<file path="src/rtl/cordic_sincos_gen.sv">
// rtl/cordic_sincos_gen.sv - iterative CORDIC sine/cosine generator; optional phase sweep under CORDIC_SWEEP_EN
module cordic_sincos_gen #(
   parameter int OUT_W   = 8,
   parameter int ITER    = 12,
   parameter int ANGLE_W = 16
) (
   input  logic                     clk,
   input  logic                     rst,
   input  logic                     start,
   input  logic                     mode,
   input  logic [ANGLE_W-1:0]       angle,
   input  logic [ANGLE_W-1:0]       step,
   input  logic                     stop,
   output logic signed [OUT_W-1:0]  sin_o,
   output logic signed [OUT_W-1:0]  cos_o,
   output logic                     busy,
   output logic                     done,
   output logic                     wrap
);
   // x/y carry 3 fractional bits below the output LSB plus one guard bit
   localparam int XW  = OUT_W + 4;
   // z is in 0.01 degree with 4 fractional bits
   localparam int ZW  = ANGLE_W + 4;
   localparam int CW  = $clog2(ITER);
   localparam int AMP = (1 << (OUT_W - 1)) - 1;
   localparam longint AMP_L = longint'(AMP);
   // full-scale amplitude (AMP << 3) pre-multiplied by K = 0.60725, rounded
   localparam longint X0_L  = (AMP_L * 8 * 60725 + 50000) / 100000;

   localparam logic [ANGLE_W-1:0] P90  = ANGLE_W'(9000);
   localparam logic [ANGLE_W-1:0] P180 = ANGLE_W'(18000);
   localparam logic [ANGLE_W-1:0] P270 = ANGLE_W'(27000);
   localparam logic [ANGLE_W-1:0] P360 = ANGLE_W'(36000);

   typedef enum logic [1:0] {S_IDLE, S_LOAD, S_ROT, S_OUT} state_t;

   // atan(2^-i) in 0.01 degree units scaled by 16
   function automatic logic signed [ZW-1:0] atan_c(input logic [3:0] i);
      logic signed [ZW-1:0] r;
      r = '0;
      case (i)
         4'd0:  r = ZW'(72000);
         4'd1:  r = ZW'(42504);
         4'd2:  r = ZW'(22458);
         4'd3:  r = ZW'(11400);
         4'd4:  r = ZW'(5722);
         4'd5:  r = ZW'(2864);
         4'd6:  r = ZW'(1432);
         4'd7:  r = ZW'(716);
         4'd8:  r = ZW'(358);
         4'd9:  r = ZW'(179);
         4'd10: r = ZW'(90);
         4'd11: r = ZW'(45);
         4'd12: r = ZW'(22);
         4'd13: r = ZW'(11);
         4'd14: r = ZW'(6);
         default: r = ZW'(3);
      endcase
      return r;
   endfunction

   // drop the 3 fractional bits with round-half-up, clamp to +/-AMP, then apply quadrant sign
   function automatic logic signed [OUT_W-1:0] scale_out(input logic signed [XW-1:0] v, input logic neg);
      logic signed [XW:0]      ve;
      logic signed [XW:0]      r;
      logic signed [OUT_W-1:0] m;
      ve = (XW+1)'(v);
      r  = (ve + (XW+1)'(4)) >>> 3;
      if (r > AMP) begin
         m = OUT_W'(AMP);
      end else if (r < -AMP) begin
         m = OUT_W'(-AMP);
      end else begin
         m = OUT_W'(r);
      end
      if (neg) begin
         m = -m;
      end
      return m;
   endfunction

   state_t                  state_q;
   logic [ANGLE_W-1:0]      phase_q;
   logic [CW-1:0]           iter_q;
   logic signed [XW-1:0]    x_q, y_q;
   logic signed [ZW-1:0]    z_q;
   logic                    sin_neg_q, cos_neg_q, wrap_flag_q;
   logic signed [OUT_W-1:0] sin_q, cos_q;
   logic                    busy_q, done_q, wrap_q;

   logic                    wrap_d, sneg_d, cneg_d;
   logic [ANGLE_W-1:0]      red_d, fold_d;
   logic signed [XW-1:0]    x_sh, y_sh, x_d, y_d;
   logic signed [ZW-1:0]    z_d;

`ifdef CORDIC_SWEEP_EN
   logic                    mode_q, stop_q;
   logic [ANGLE_W-1:0]      step_q;
   logic [ANGLE_W:0]        sum_d;
   logic [ANGLE_W-1:0]      next_phase_d;

   // next sweep phase: one conditional subtract keeps it below 36000 for reduced phase + step
   always_comb begin
      sum_d = {1'b0, phase_q} + {1'b0, step_q};
      next_phase_d = sum_d[ANGLE_W-1:0];
      if (sum_d >= (ANGLE_W+1)'(36000)) begin
         next_phase_d = ANGLE_W'(sum_d - (ANGLE_W+1)'(36000));
      end
   end
`else
   logic unused_sweep_ports;
   assign unused_sweep_ports = ^{mode, step, stop};
`endif

   // reduce the phase once by 36000 and fold it into 0..9000 with sign flags
   always_comb begin
      wrap_d = (phase_q >= P360);
      red_d  = wrap_d ? (phase_q - P360) : phase_q;
      fold_d = red_d;
      sneg_d = 1'b0;
      cneg_d = 1'b0;
      if (red_d <= P90) begin
         fold_d = red_d;
      end else if (red_d <= P180) begin
         fold_d = P180 - red_d;
         cneg_d = 1'b1;
      end else if (red_d <= P270) begin
         fold_d = red_d - P180;
         sneg_d = 1'b1;
         cneg_d = 1'b1;
      end else begin
         fold_d = P360 - red_d;
         sneg_d = 1'b1;
      end
   end

   // one micro-rotation, direction chosen by the sign of the residual angle
   always_comb begin
      x_sh = x_q >>> iter_q;
      y_sh = y_q >>> iter_q;
      if (!z_q[ZW-1]) begin
         x_d = x_q - y_sh;
         y_d = y_q + x_sh;
         z_d = z_q - atan_c(4'(iter_q));
      end else begin
         x_d = x_q + y_sh;
         y_d = y_q - x_sh;
         z_d = z_q + atan_c(4'(iter_q));
      end
   end

   // control FSM and all registered state/outputs
   always_ff @(posedge clk or posedge rst) begin
      if (rst) begin
         state_q     <= S_IDLE;
         phase_q     <= '0;
         iter_q      <= '0;
         x_q         <= '0;
         y_q         <= '0;
         z_q         <= '0;
         sin_neg_q   <= 1'b0;
         cos_neg_q   <= 1'b0;
         wrap_flag_q <= 1'b0;
         sin_q       <= '0;
         cos_q       <= '0;
         busy_q      <= 1'b0;
         done_q      <= 1'b0;
         wrap_q      <= 1'b0;
`ifdef CORDIC_SWEEP_EN
         mode_q      <= 1'b0;
         stop_q      <= 1'b0;
         step_q      <= '0;
`endif
      end else begin
         done_q <= 1'b0;
         wrap_q <= 1'b0;
         case (state_q)
            S_IDLE: begin
               if (start) begin
                  phase_q <= angle;
                  busy_q  <= 1'b1;
                  state_q <= S_LOAD;
`ifdef CORDIC_SWEEP_EN
                  mode_q  <= mode;
                  step_q  <= step;
                  stop_q  <= 1'b0;
`endif
               end
            end
            S_LOAD: begin
               phase_q     <= red_d;
               wrap_flag_q <= wrap_d;
               sin_neg_q   <= sneg_d;
               cos_neg_q   <= cneg_d;
               x_q         <= XW'(X0_L);
               y_q         <= '0;
               z_q         <= $signed({fold_d, 4'b0000});
               iter_q      <= '0;
               state_q     <= S_ROT;
`ifdef CORDIC_SWEEP_EN
               if (stop) stop_q <= 1'b1;
`endif
            end
            S_ROT: begin
               x_q <= x_d;
               y_q <= y_d;
               z_q <= z_d;
               if (iter_q == CW'(ITER - 1)) begin
                  state_q <= S_OUT;
               end else begin
                  iter_q <= iter_q + CW'(1);
               end
`ifdef CORDIC_SWEEP_EN
               if (stop) stop_q <= 1'b1;
`endif
            end
            S_OUT: begin
               sin_q  <= scale_out(y_q, sin_neg_q);
               cos_q  <= scale_out(x_q, cos_neg_q);
               done_q <= 1'b1;
               wrap_q <= wrap_flag_q;
`ifdef CORDIC_SWEEP_EN
               if (mode_q && !stop_q && !stop) begin
                  phase_q <= next_phase_d;
                  state_q <= S_LOAD;
               end else begin
                  stop_q  <= 1'b0;
                  busy_q  <= 1'b0;
                  state_q <= S_IDLE;
               end
`else
               busy_q  <= 1'b0;
               state_q <= S_IDLE;
`endif
            end
            default: begin
               busy_q  <= 1'b0;
               state_q <= S_IDLE;
            end
         endcase
      end
   end

   assign sin_o = sin_q;
   assign cos_o = cos_q;
   assign busy  = busy_q;
   assign done  = done_q;
   assign wrap  = wrap_q;
endmodule

</file>
<file path="config.mk">
export PLATFORM = sky130hd
export DESIGN_NAME = cordic_sincos_gen
export DESIGN_NICKNAME = d
export VERILOG_FILES = /design/src/rtl/cordic_sincos_gen.sv
export SDC_FILE = /design/constraint.sdc
export NUM_CORES = 1
export LEC_CHECK = 0
export ABC_AREA = 1
export CAP_MARGIN = 20
export CELL_PAD_IN_SITES_DETAIL_PLACEMENT = 1
export CELL_PAD_IN_SITES_GLOBAL_PLACEMENT = 2
export CORE_MARGIN = 2
export CORE_UTILIZATION = 30
export CTS_BUF_LIST = sky130_fd_sc_hd__clkbuf_8
export CTS_CLUSTER_SIZE = 30
export DETAILED_ROUTE_END_ITERATION = 12
export PLACE_DENSITY = 0.73
export SYNTH_ARGS = -nofsm -noshare
export SYNTH_HDL_FRONTEND = slang
export SYNTH_SLANG_ARGS = --single-unit
</file>
<file path="constraint.sdc">
create_clock -name clk -period 5.3 [get_ports clk]
set_clock_uncertainty 0.15 [all_clocks]
set_input_delay 1.06 -clock clk [delete_from_list [all_inputs] [get_ports clk]]
set_output_delay 1.06 -clock clk [all_outputs]
set_load 0.03 [all_outputs]
</file>
==> impl_metrics.yaml, run 1 <==
run_status:
  status: "complete, no violations"
clock_tree:
  clk_path_buf_depth: 2
  root_buffer: "clkbuf_8"
  cts_tree: "yes"
  hold_buffers: 0
  cts_sinks: 88
  clk_pin_slew_ps: 130
  clk_latency_ps: 440
  numCtsBuffers: 9
  cts_max_level: 3
yosys:
  ys.flop_type: "dfrtp_1"
  synth_area_mm2: 0.00985
  postSynthCellCount: 1579
  synthesis.nets: 1689
  synthArstFlopShare_pct: 100
  avgSynthCellArea_um2: 6.24
  synth_seq_cells: 88
  synth_cell_types: 54
  synth_warnings: 0
  ys_seq_area_share_pct: 22.3
  synth_edf_count: 0
final_layout:
  final_cell_mix: "428 x nand2_1, 204 x inv_1, 162 x o21ai_0, 121 x nor2_1, 114 x nand3_1"
  diodes: 0
  stdcell_count: 2045
  final_common_cell: "nand2_1"
  fin_nets: 1708
  syn2layout_area_growth_pct: 10.8
  drive_above_1_share_pct: 5.93
place:
  port_buffers: 37
  place.gp.congestion: 0.842
  dp_cells: 2029
  dp_hpwl_um: 26100
hold_path:
  hold_class: "flip-flop to flip-flop"
  worstHoldEndpoint: "cos_o[3]$_DFFE_PP0P_"
  holdPathStages: 2
  hold_start: "cos_o[3]$_DFFE_PP0P_"
worst_setup_path:
  slowest_delay_ps: 470
  crit_chain: "inv_1 > ha_1 > inv_1 > nor2_1 > nor2_1 > o21ai_0 > o21ai_0 > nor2_1 > nand4_1 > o31ai_1 > xor2_1 > inv_1 > ha_1 > nand2_1 > nor4_1 > a21oi_1 > o21ai_1 > nand3_1 > o211ai_1 > a21oi_1 > o21ai_0 > nand2_1 > inv_1 > a21oi_1"
  critPathLaunchType: "flip-flop"
  path_max_fanout: 8
  cp.arrival_ps: 4920
  cp_slowest_cell: "dfrtp_1"
  crit_type: "flip-flop to flip-flop"
  rr_endpoint: "z_q[15]$_DFFE_PP0P_"
  critical_path.top_delay_family: "compound AO/OA/AOI/OAI gates"
  rrSetupSlack_ps: 550
  worst_r2r_path_depth: 24
  critPathBufInv: 4
  reg2reg_from: "iter_q[1]$_DFFE_PP0P_"
  crit_top_cell: "inv_1"
  required_ps: 5470
  endpoint_kind: "flip-flop"
global_route:
  grt_pass1_wl_um: 55800
  first_global_vias: 10500
  grt_max_degree: 70
  antenna_found_initial: 0
  grt.overflow.total: 0
  grt_usage_pct: 20.5
drt:
  vias_per_cell: 5.00
  drc: 0
  drt_iter0_markers: 437
  route.vias.total: 10200
  drtPass1Iterations: 4
  wirelength_um: 33700
  wl_per_cell_um: 16.5
  ant_nets: 0
floorplan:
  core_mm2: 0.0325
  fp.dieW_um: 185
  dieArea_mm2: 0.0343
  die_h_um: 185
  start_util_pct: 30.4
  pin_count: 56
  rows: 66
sta:
  hold_viol: 0
  slew_headroom_pct: 34.0
  min_period_over_period_pct: 89.6
  finalSetupViolCount: 0
  min_period_ps: 4750
  rsz0062_at_grt: "false"
  fmax_mhz: 211
  drv_slew: 0
  tightestPinTransition_ps: 991
  tns_ps: 0
job:
  cap_violations: 0
[synthesized netlist by cell type (2+ instances only)]
master,n,area (um2)
nand2_2,16,100
o22ai_1,34,213
nand3b_1,3,22.5
inv_1,204,766
nor2_1,121,454
inv_2,10,37.5
o211ai_1,5,37.5
a22oi_1,4,30.0
buf_6,5,56.3
clkbuf_1,29,109
nor3_1,9,45.0
buf_4,3,22.5
o21ai_0,164,821
a221oi_1,3,26.3
dfrtp_1,88,2200
nor3_2,2,20.0
xnor2_1,13,114
or2_2,7,43.8
o31ai_1,3,22.5
clkinv_1,4,15.0
nor2_4,2,22.5
ha_1,70,876
a22o_1,2,17.5
a31oi_1,6,37.5
buf_2,9,45.0
o21a_1,3,22.5
buf_1,4,15.0
nor2_2,6,37.5
nand2_1,428,1610
o2111ai_1,2,17.5
nand3_2,3,30.0
a21oi_1,94,470
fa_1,3,60.1
nand3_1,114,571
xor2_1,49,429
o21ai_1,5,25.0
nand4_1,18,113
mux2i_1,2,20.0
nand2_4,6,67.6
a21o_1,4,30.0
nor4_1,6,37.5
o21bai_1,4,30.0
[area by class of cell]
cell class,instances,area [um2]
flip-flops and latches,88,2200
multi-input cells,1223,6590
clock inverters,7,101
fillers,4244,21500
well taps,442,553
repair buffers,58,528
inverters,218,821
clock buffers,9,124
[layer usage]
metal	GRT usage, %	up-vias	routed length (um)	part of all wire [%]
met2	35.9	73	16400	49
met1	26.7	4930	16200	48
met5	0	-	0	0
met3	2.77	23	607	1.8
met4	4.70	0	515	1.5
li1	-	5206	-	-
[stage by stage]
step / setup WS [ps] / utilization (%) / hold WS [ps] / area, um2
after floorplan: 1020 / - / 286 / 9850
after global placement: 605 / 32.9 / 307 / 10700
after detailed placement: 558 / 32.9 / 326 / 10700
after CTS: 471 / 33.6 / 355 / 10900
after global routing: 60.5 / 33.6 / 375 / 10900
final: 550 / 33.6 / 347 / 10900
[worst register-to-register path, cell delays in order, from the launching register on]
cell and delay, ps:
dfrtp_1 470, inv_1 190, ha_1 340, inv_1 50, nor2_1 140, nor2_1 70, o21ai_0 80, o21ai_0 220
nor2_1 200, nand4_1 170, o31ai_1 300, xor2_1 190, inv_1 80, ha_1 340, nand2_1 100, nor4_1 350
a21oi_1 190, o21ai_1 290, nand3_1 130, o211ai_1 170, a21oi_1 100, o21ai_0 110, nand2_1 70, inv_1 60
a21oi_1 60
[cell families after synthesis]
family,Yosys count,share of synthesized area (%)
fa+ha+maj,73,9.50
mux,2,0.203
xor+xnor,62,5.51
compound gates,341,19.1
simple gates,745,32.6
buf+inv,268,10.8
flops,88,22.3
[flip-flops by register name, summed over array words and instances, names as in the netlist]
signal       flops
done             1
wrap             1
wrap_flag_q      1
busy             1
z_q             20
cos_neg_q        1
y_q             12
iter_q           4
cos_o            8
state_q          2
sin_o            8
phase_q         16
sin_neg_q        1
x_q             12
[worst max path at each step]
stage / endpoint / from / slack [ps] / cells past startpoint
after floorplan: z_q[15]$_DFFE_PP0P_ / iter_q[1]$_DFFE_PP0P_ / 1020 / 27
after global placement: z_q[15]$_DFFE_PP0P_ / iter_q[1]$_DFFE_PP0P_ / 600 / 23
after detailed placement: z_q[15]$_DFFE_PP0P_ / iter_q[1]$_DFFE_PP0P_ / 560 / 24
after CTS: z_q[15]$_DFFE_PP0P_ / iter_q[1]$_DFFE_PP0P_ / 470 / 24
after global routing: z_q[15]$_DFFE_PP0P_ / iter_q[1]$_DFFE_PP0P_ / 60 / 24
final: z_q[15]$_DFFE_PP0P_ / iter_q[1]$_DFFE_PP0P_ / 550 / 24
[what timing repair did]
item	in CTS	in global routing
hold endpoints to repair	0	0
setup endpoints to repair	0	3
resized for setup	0	2
setup buffers	0	0
Power of run 1 is not shown: default switching activity piles up to over one toggle a cycle in this logic, so the estimate is an artifact.
==> run 2, diff against run 1 <==
--- a/config.mk
+++ b/config.mk
@@ -14,7 +14,9 @@
 export CTS_BUF_LIST = sky130_fd_sc_hd__clkbuf_8
 export CTS_CLUSTER_SIZE = 30
 export DETAILED_ROUTE_END_ITERATION = 12
+export GPL_TIMING_DRIVEN = 0
 export PLACE_DENSITY = 0.73
+export SLEW_MARGIN = 20
 export SYNTH_ARGS = -nofsm -noshare
 export SYNTH_HDL_FRONTEND = slang
 export SYNTH_SLANG_ARGS = --single-unit
==> run 2 against run 1 <==
Worst hold slack worse by 5.7 ps. Count of clock-buffer cells in the layout up 1. Sequential cell count unchanged. Global-route usage up 1.4 points. Die area unchanged. First-iteration DRC count down 8.5%. Wire length up 6.9%.
==> impl_metrics.yaml, run 2 (synthesized netlist as in run 1, its figures left out) <==
run_status:
  status: "complete, no violations"
floorplan:
  dieArea_mm2: 0.0343
  start_util_pct: 30.4
  pin_count: 56
  die_h_um: 185
  rows: 66
  fp.dieW_um: 185
  core_mm2: 0.0325
clock_tree:
  cts_sinks: 88
  clk_pin_slew_ps: 110
  root_buffer: "clkbuf_8"
  hold_buffers: 0
  cts_tree: "yes"
  cts_max_level: 3
  numCtsBuffers: 9
  clk_latency_ps: 420
  clk_path_buf_depth: 2
job:
  cap_violations: 0
sta:
  tightestPinTransition_ps: 950
  fmax_mhz: 201
  drv_slew: 0
  hold_viol: 0
  min_period_over_period_pct: 93.8
  min_period_ps: 4970
  whs_ps: 342
  slew_headroom_pct: 36.7
  finalSetupViolCount: 0
  rsz0062_at_grt: "true"
drt:
  vias_per_cell: 5.01
  drt_iter0_markers: 400
  route.vias.total: 10400
  drtPass1Iterations: 5
  wl_per_cell_um: 17.4
  ant_nets: 0
  drc: 0
  wirelength_um: 36100
place:
  dp_hpwl_um: 28700
  dp_cells: 2059
  port_buffers: 37
  place.gp.congestion: 0.875
final_layout:
  fin_util_pct: 34.1
  final_cell_mix: "428 x nand2_1, 204 x inv_1, 154 x o21ai_0, 121 x nor2_1, 114 x nand3_1"
  top_register: "z_q"
  syn2layout_area_growth_pct: 12.3
  fin_nets: 1737
  top_regs: "z_q: 20 flops, phase_q: 16 flops"
  drive_above_1_share_pct: 6.25
  diodes: 0
  stdcell_count: 2074
  fillers: 4272
  largest_reg_flops: 20
  final_common_cell: "nand2_1"
worst_setup_path:
  endpoint_kind: "flip-flop"
  cp.arrival_ps: 5090
  critPathLaunchType: "flip-flop"
  path_max_fanout: 13
  required_ps: 5420
  crit_type: "flip-flop to flip-flop"
hold_path:
  hold_class: "flip-flop to flip-flop"
global_route:
  grt_max_degree: 64
  antenna_found_initial: 0
  grt_usage_pct: 22.0
  grt_pass1_wl_um: 58600
  grt.overflow.total: 0
  first_global_vias: 10700
==> run 2: cell count changes in the layout (fill, tap and decap cells not counted), moves of 2 or more <==
cell	delta
clkinv_4	+2
dfrtp_2	+2
o21ai_0	-8
clkbuf_1	+26
o21ai_1	+7
dfrtp_1	-2
buf_4	-17
clkbuf_4	+2
buf_2	+7
buf_1	+4
buf_6	+5
==> run 2: per-layer routing <==
metal | wire length [um] | GRT usage (%) | vias up
met4 | 510 | 4.63 | 0
met5 | 0 | 0 | -
met2 | 17400 | 38.6 | 76
met1 | 17600 | 29.0 | 5022
li1 | - | - | 5266
met3 | 556 | 2.26 | 26
==> run 2: cell type report <==
| cell class | count | area [um2] | share of cell area (%) |
|---|---|---|---|
| inverters | 218 | 823 | 7.44 |
| well taps | 442 | 553 | 5.00 |
| repair buffers | 39 | 405 | 3.66 |
| clock inverters | 6 | 67.6 | 0.610 |
| flip-flops and latches | 88 | 2200 | 19.9 |
| multi-input cells | 1223 | 6630 | 59.9 |
| plain buffers | 48 | 246 | 2.23 |
| clock buffers | 10 | 138 | 1.24 |
==> run 2: metrics by stage <==
stage / area [um2] / setup WS [ps] / TNS, ps
finish: 11100 / 330 / 0
global route: 11100 / -59.6 / -148
CTS: 11000 / 37.2 / 0
detailed placement: 10800 / -297 / -781
global placement: 10800 / -282 / -15680
floorplan: 9850 / 1020 / 0
==> run 2: worst max-delay path, stage by stage, from the launching register on <==
cell and delay (ps):
dfrtp_1 430, clkbuf_4 210, inv_1 140, clkbuf_4 270, ha_1 240, nor2_1 60, inv_1 80, o22ai_1 80
a221oi_2 330, inv_1 80, nor2_1 150, nand4_1 150, nor3_1 210, nor2_1 80, xor2_1 170, inv_1 90
ha_1 360, nand2_1 160, nor4_4 370, a21oi_2 140, o21ai_2 250, nand3_1 110, o211ai_1 170, nand4_1 140
nand3_1 110, a22oi_1 80
==> run 2: worst paths after layout <==
path                                  startpoint                    end  slack [ps]  cells past startpoint
setup / recovery           iter_q[1]$_DFFE_PP0P_    z_q[19]$_DFFE_PP0P_         330                     25
hold / removal              cos_o[5]$_DFFE_PP0P_   cos_o[5]$_DFFE_PP0P_         340                      2
setup reg to reg           iter_q[1]$_DFFE_PP0P_    z_q[19]$_DFFE_PP0P_         330                     25
hold reg to reg             cos_o[5]$_DFFE_PP0P_   cos_o[5]$_DFFE_PP0P_         340                      2
max in group asynchronous                    rst  iter_q[0]$_DFFE_PP0P_        3510                      3
min in group asynchronous                    rst   sin_o[5]$_DFFE_PP0P_         830                      2
==> run 2: what timing repair did <==
item | CTS | global route
buffers inserted | 0 | 1
pin swaps | 0 | 1
setup endpoints to repair | 4 | 13
gates resized for setup | 2 | 22
Power of run 2 is left out for the same reason.
==> run 3, diff against run 2 <==
--- a/config.mk
+++ b/config.mk
@@ -9,14 +9,13 @@
 export CAP_MARGIN = 20
 export CELL_PAD_IN_SITES_DETAIL_PLACEMENT = 1
 export CELL_PAD_IN_SITES_GLOBAL_PLACEMENT = 2
-export CORE_MARGIN = 2
+export CORE_MARGIN = 8
 export CORE_UTILIZATION = 30
 export CTS_BUF_LIST = sky130_fd_sc_hd__clkbuf_8
 export CTS_CLUSTER_SIZE = 30
 export DETAILED_ROUTE_END_ITERATION = 12
 export GPL_TIMING_DRIVEN = 0
 export PLACE_DENSITY = 0.73
-export SLEW_MARGIN = 20
 export SYNTH_ARGS = -nofsm -noshare
 export SYNTH_HDL_FRONTEND = slang
 export SYNTH_SLANG_ARGS = --single-unit
==> run 3 against run 2 <==
Final cell count about the same. First-iteration DRC count increased by 9.3%. Fmax increased by 2.3%. Sequential share of layout area about the same. Sequential cell count unchanged. Via count increased by 0.76%. Design area decreased by 0.16%. Die area increased by 13%.
==> impl_metrics.yaml, run 3 (synthesized netlist as in run 1, its figures left out) <==
place:
  place_area_mm2: 0.0108
  port_buffers: 37
  dp_hpwl_um: 29400
  place.gp.congestion: 0.914
global_route:
  grt_pass1_wl_um: 59800
  antenna_found_initial: 0
  grt.overflow.total: 0
  grt_usage_pct: 19.4
  first_global_vias: 10800
  grt_max_degree: 61
drt:
  ant_nets: 0
  wl_per_cell_um: 17.9
  vias_per_cell: 5.05
  drc: 0
  drtPass1Iterations: 5
  wirelength_um: 37100
  drt_iter0_markers: 437
  route.vias.total: 10500
clock_tree:
  cts_max_level: 3
  clk_latency_ps: 430
  numCtsBuffers: 9
  cts_tree: "yes"
  root_buffer: "clkbuf_8"
  clk_pin_slew_ps: 140
  cts_sinks: 88
  clk_path_buf_depth: 2
  hold_buffers: 0
worst_setup_path:
  rrSetupSlack_ps: 440
  crit_type: "flip-flop to flip-flop"
  rr_endpoint: "x_q[11]$_DFFE_PP0P_"
  cp-startpoint: "iter_q[0]$_DFFE_PP0P_"
  cp_slowest_cell: "dfrtp_1"
  cp.arrival_ps: 5090
  crit_path_end: "x_q[11]$_DFFE_PP0P_"
  reg2reg_from: "iter_q[0]$_DFFE_PP0P_"
  required_ps: 5530
  slowest_delay_ps: 560
  crit_top_cell: "nand2_1"
  worst_r2r_path_depth: 26
  critPathLaunchType: "flip-flop"
  endpoint_kind: "flip-flop"
  path_max_fanout: 10
floorplan:
  dieArea_mm2: 0.0389
  start_util_pct: 30.4
  core_mm2: 0.0325
  fp.dieW_um: 197
  die_h_um: 197
  pin_count: 56
  rows: 66
sta:
  drv_slew: 0
  min_period_ps: 4860
  min_period_over_period_pct: 91.7
  fmax_mhz: 206
  tightestPinTransition_ps: 938
  hold_viol: 0
  finalSetupViolCount: 0
  slew_headroom_pct: 37.5
final_layout:
  final_cell_mix: "428 x nand2_1, 203 x inv_1, 161 x o21ai_0, 121 x nor2_1, 114 x nand3_1"
  largest_reg_flops: 20
  syn2layout_area_growth_pct: 12.2
  top_register: "z_q"
  diodes: 0
  top_regs: "z_q: 20 flops, phase_q: 16 flops"
  final_common_cell: "nand2_1"
  fin_nets: 1738
  drive_above_1_share_pct: 6.06
  final_area_mm2: 0.0111
hold_path:
  hold_class: "flip-flop to flip-flop"
run_status:
  status: "complete, no violations"
job:
  cap_violations: 0
[run 3: critical path: cells and delay by family (launching register included)]
kind	cells	cell delay, ps
AND/OR/NAND/NOR	11	1190
XOR/XNOR	2	400
AO/OA/AOI/OAI	6	1290
flip-flops	1	560
adder cells (fa/ha/maj)	2	500
buffers and inverters	5	720
[run 3: timing repair]
item                                    in CTS  in global routing
gates resized for setup                      3                 10
hold endpoints to repair                     0                  0
buffers inserted                             0                  1
endpoints found under the setup margin       4                  8
[run 3: final cells by class]
type                    count  area, um2
plain buffers              49        249
clock buffers               9        124
well taps                 442        553
multi-input cells        1223       6620
clock inverters             7       75.1
flip-flops and latches     88       2200
repair buffers             39        405
inverters                 218        821
fillers                  4282      21400
[run 3: how the worst min path moves through the flow]
stage	start	endpoint	cells after the start
floorplan	wrap_flag_q$_DFFE_PP0P_	wrap$_DFF_PP0_	2
global placement	wrap_flag_q$_DFFE_PP0P_	wrap$_DFF_PP0_	2
detailed placement	wrap_flag_q$_DFFE_PP0P_	wrap$_DFF_PP0_	2
CTS	wrap_flag_q$_DFFE_PP0P_	wrap$_DFF_PP0_	2
global route	wrap_flag_q$_DFFE_PP0P_	wrap$_DFF_PP0_	2
finish	wrap_flag_q$_DFFE_PP0P_	wrap$_DFF_PP0_	2
[run 3: layer usage]
metal / vias to the layer above / track usage [%] / share of wire, %
met5: - / 0 / 0
met4: 0 / 5.10 / 2.1
met3: 39 / 2.39 / 1.7
met2: 78 / 33.9 / 48
met1: 5075 / 24.9 / 48
li1: 5277 / - / -
[run 3: per-stage QoR]
stage / hold WS, ps / worst slack [ps] / cells / util (%) / setup TNS, ps
2_1_floorplan: 286 / 1020 / 1579 / - / 0
3_3_place_gp: 304 / -306 / 2058 / 33.2 / -12700
3_5_place_dp: 318 / -361 / 2059 / 33.3 / -967
4_1_cts: 348 / 112 / 2074 / 33.9 / 0
5_1_grt: 365 / -19.0 / 2075 / 34.1 / -19.0
6_report: 339 / 441 / 2075 / 34.1 / 0
Power of run 3 is left out for the same reason.
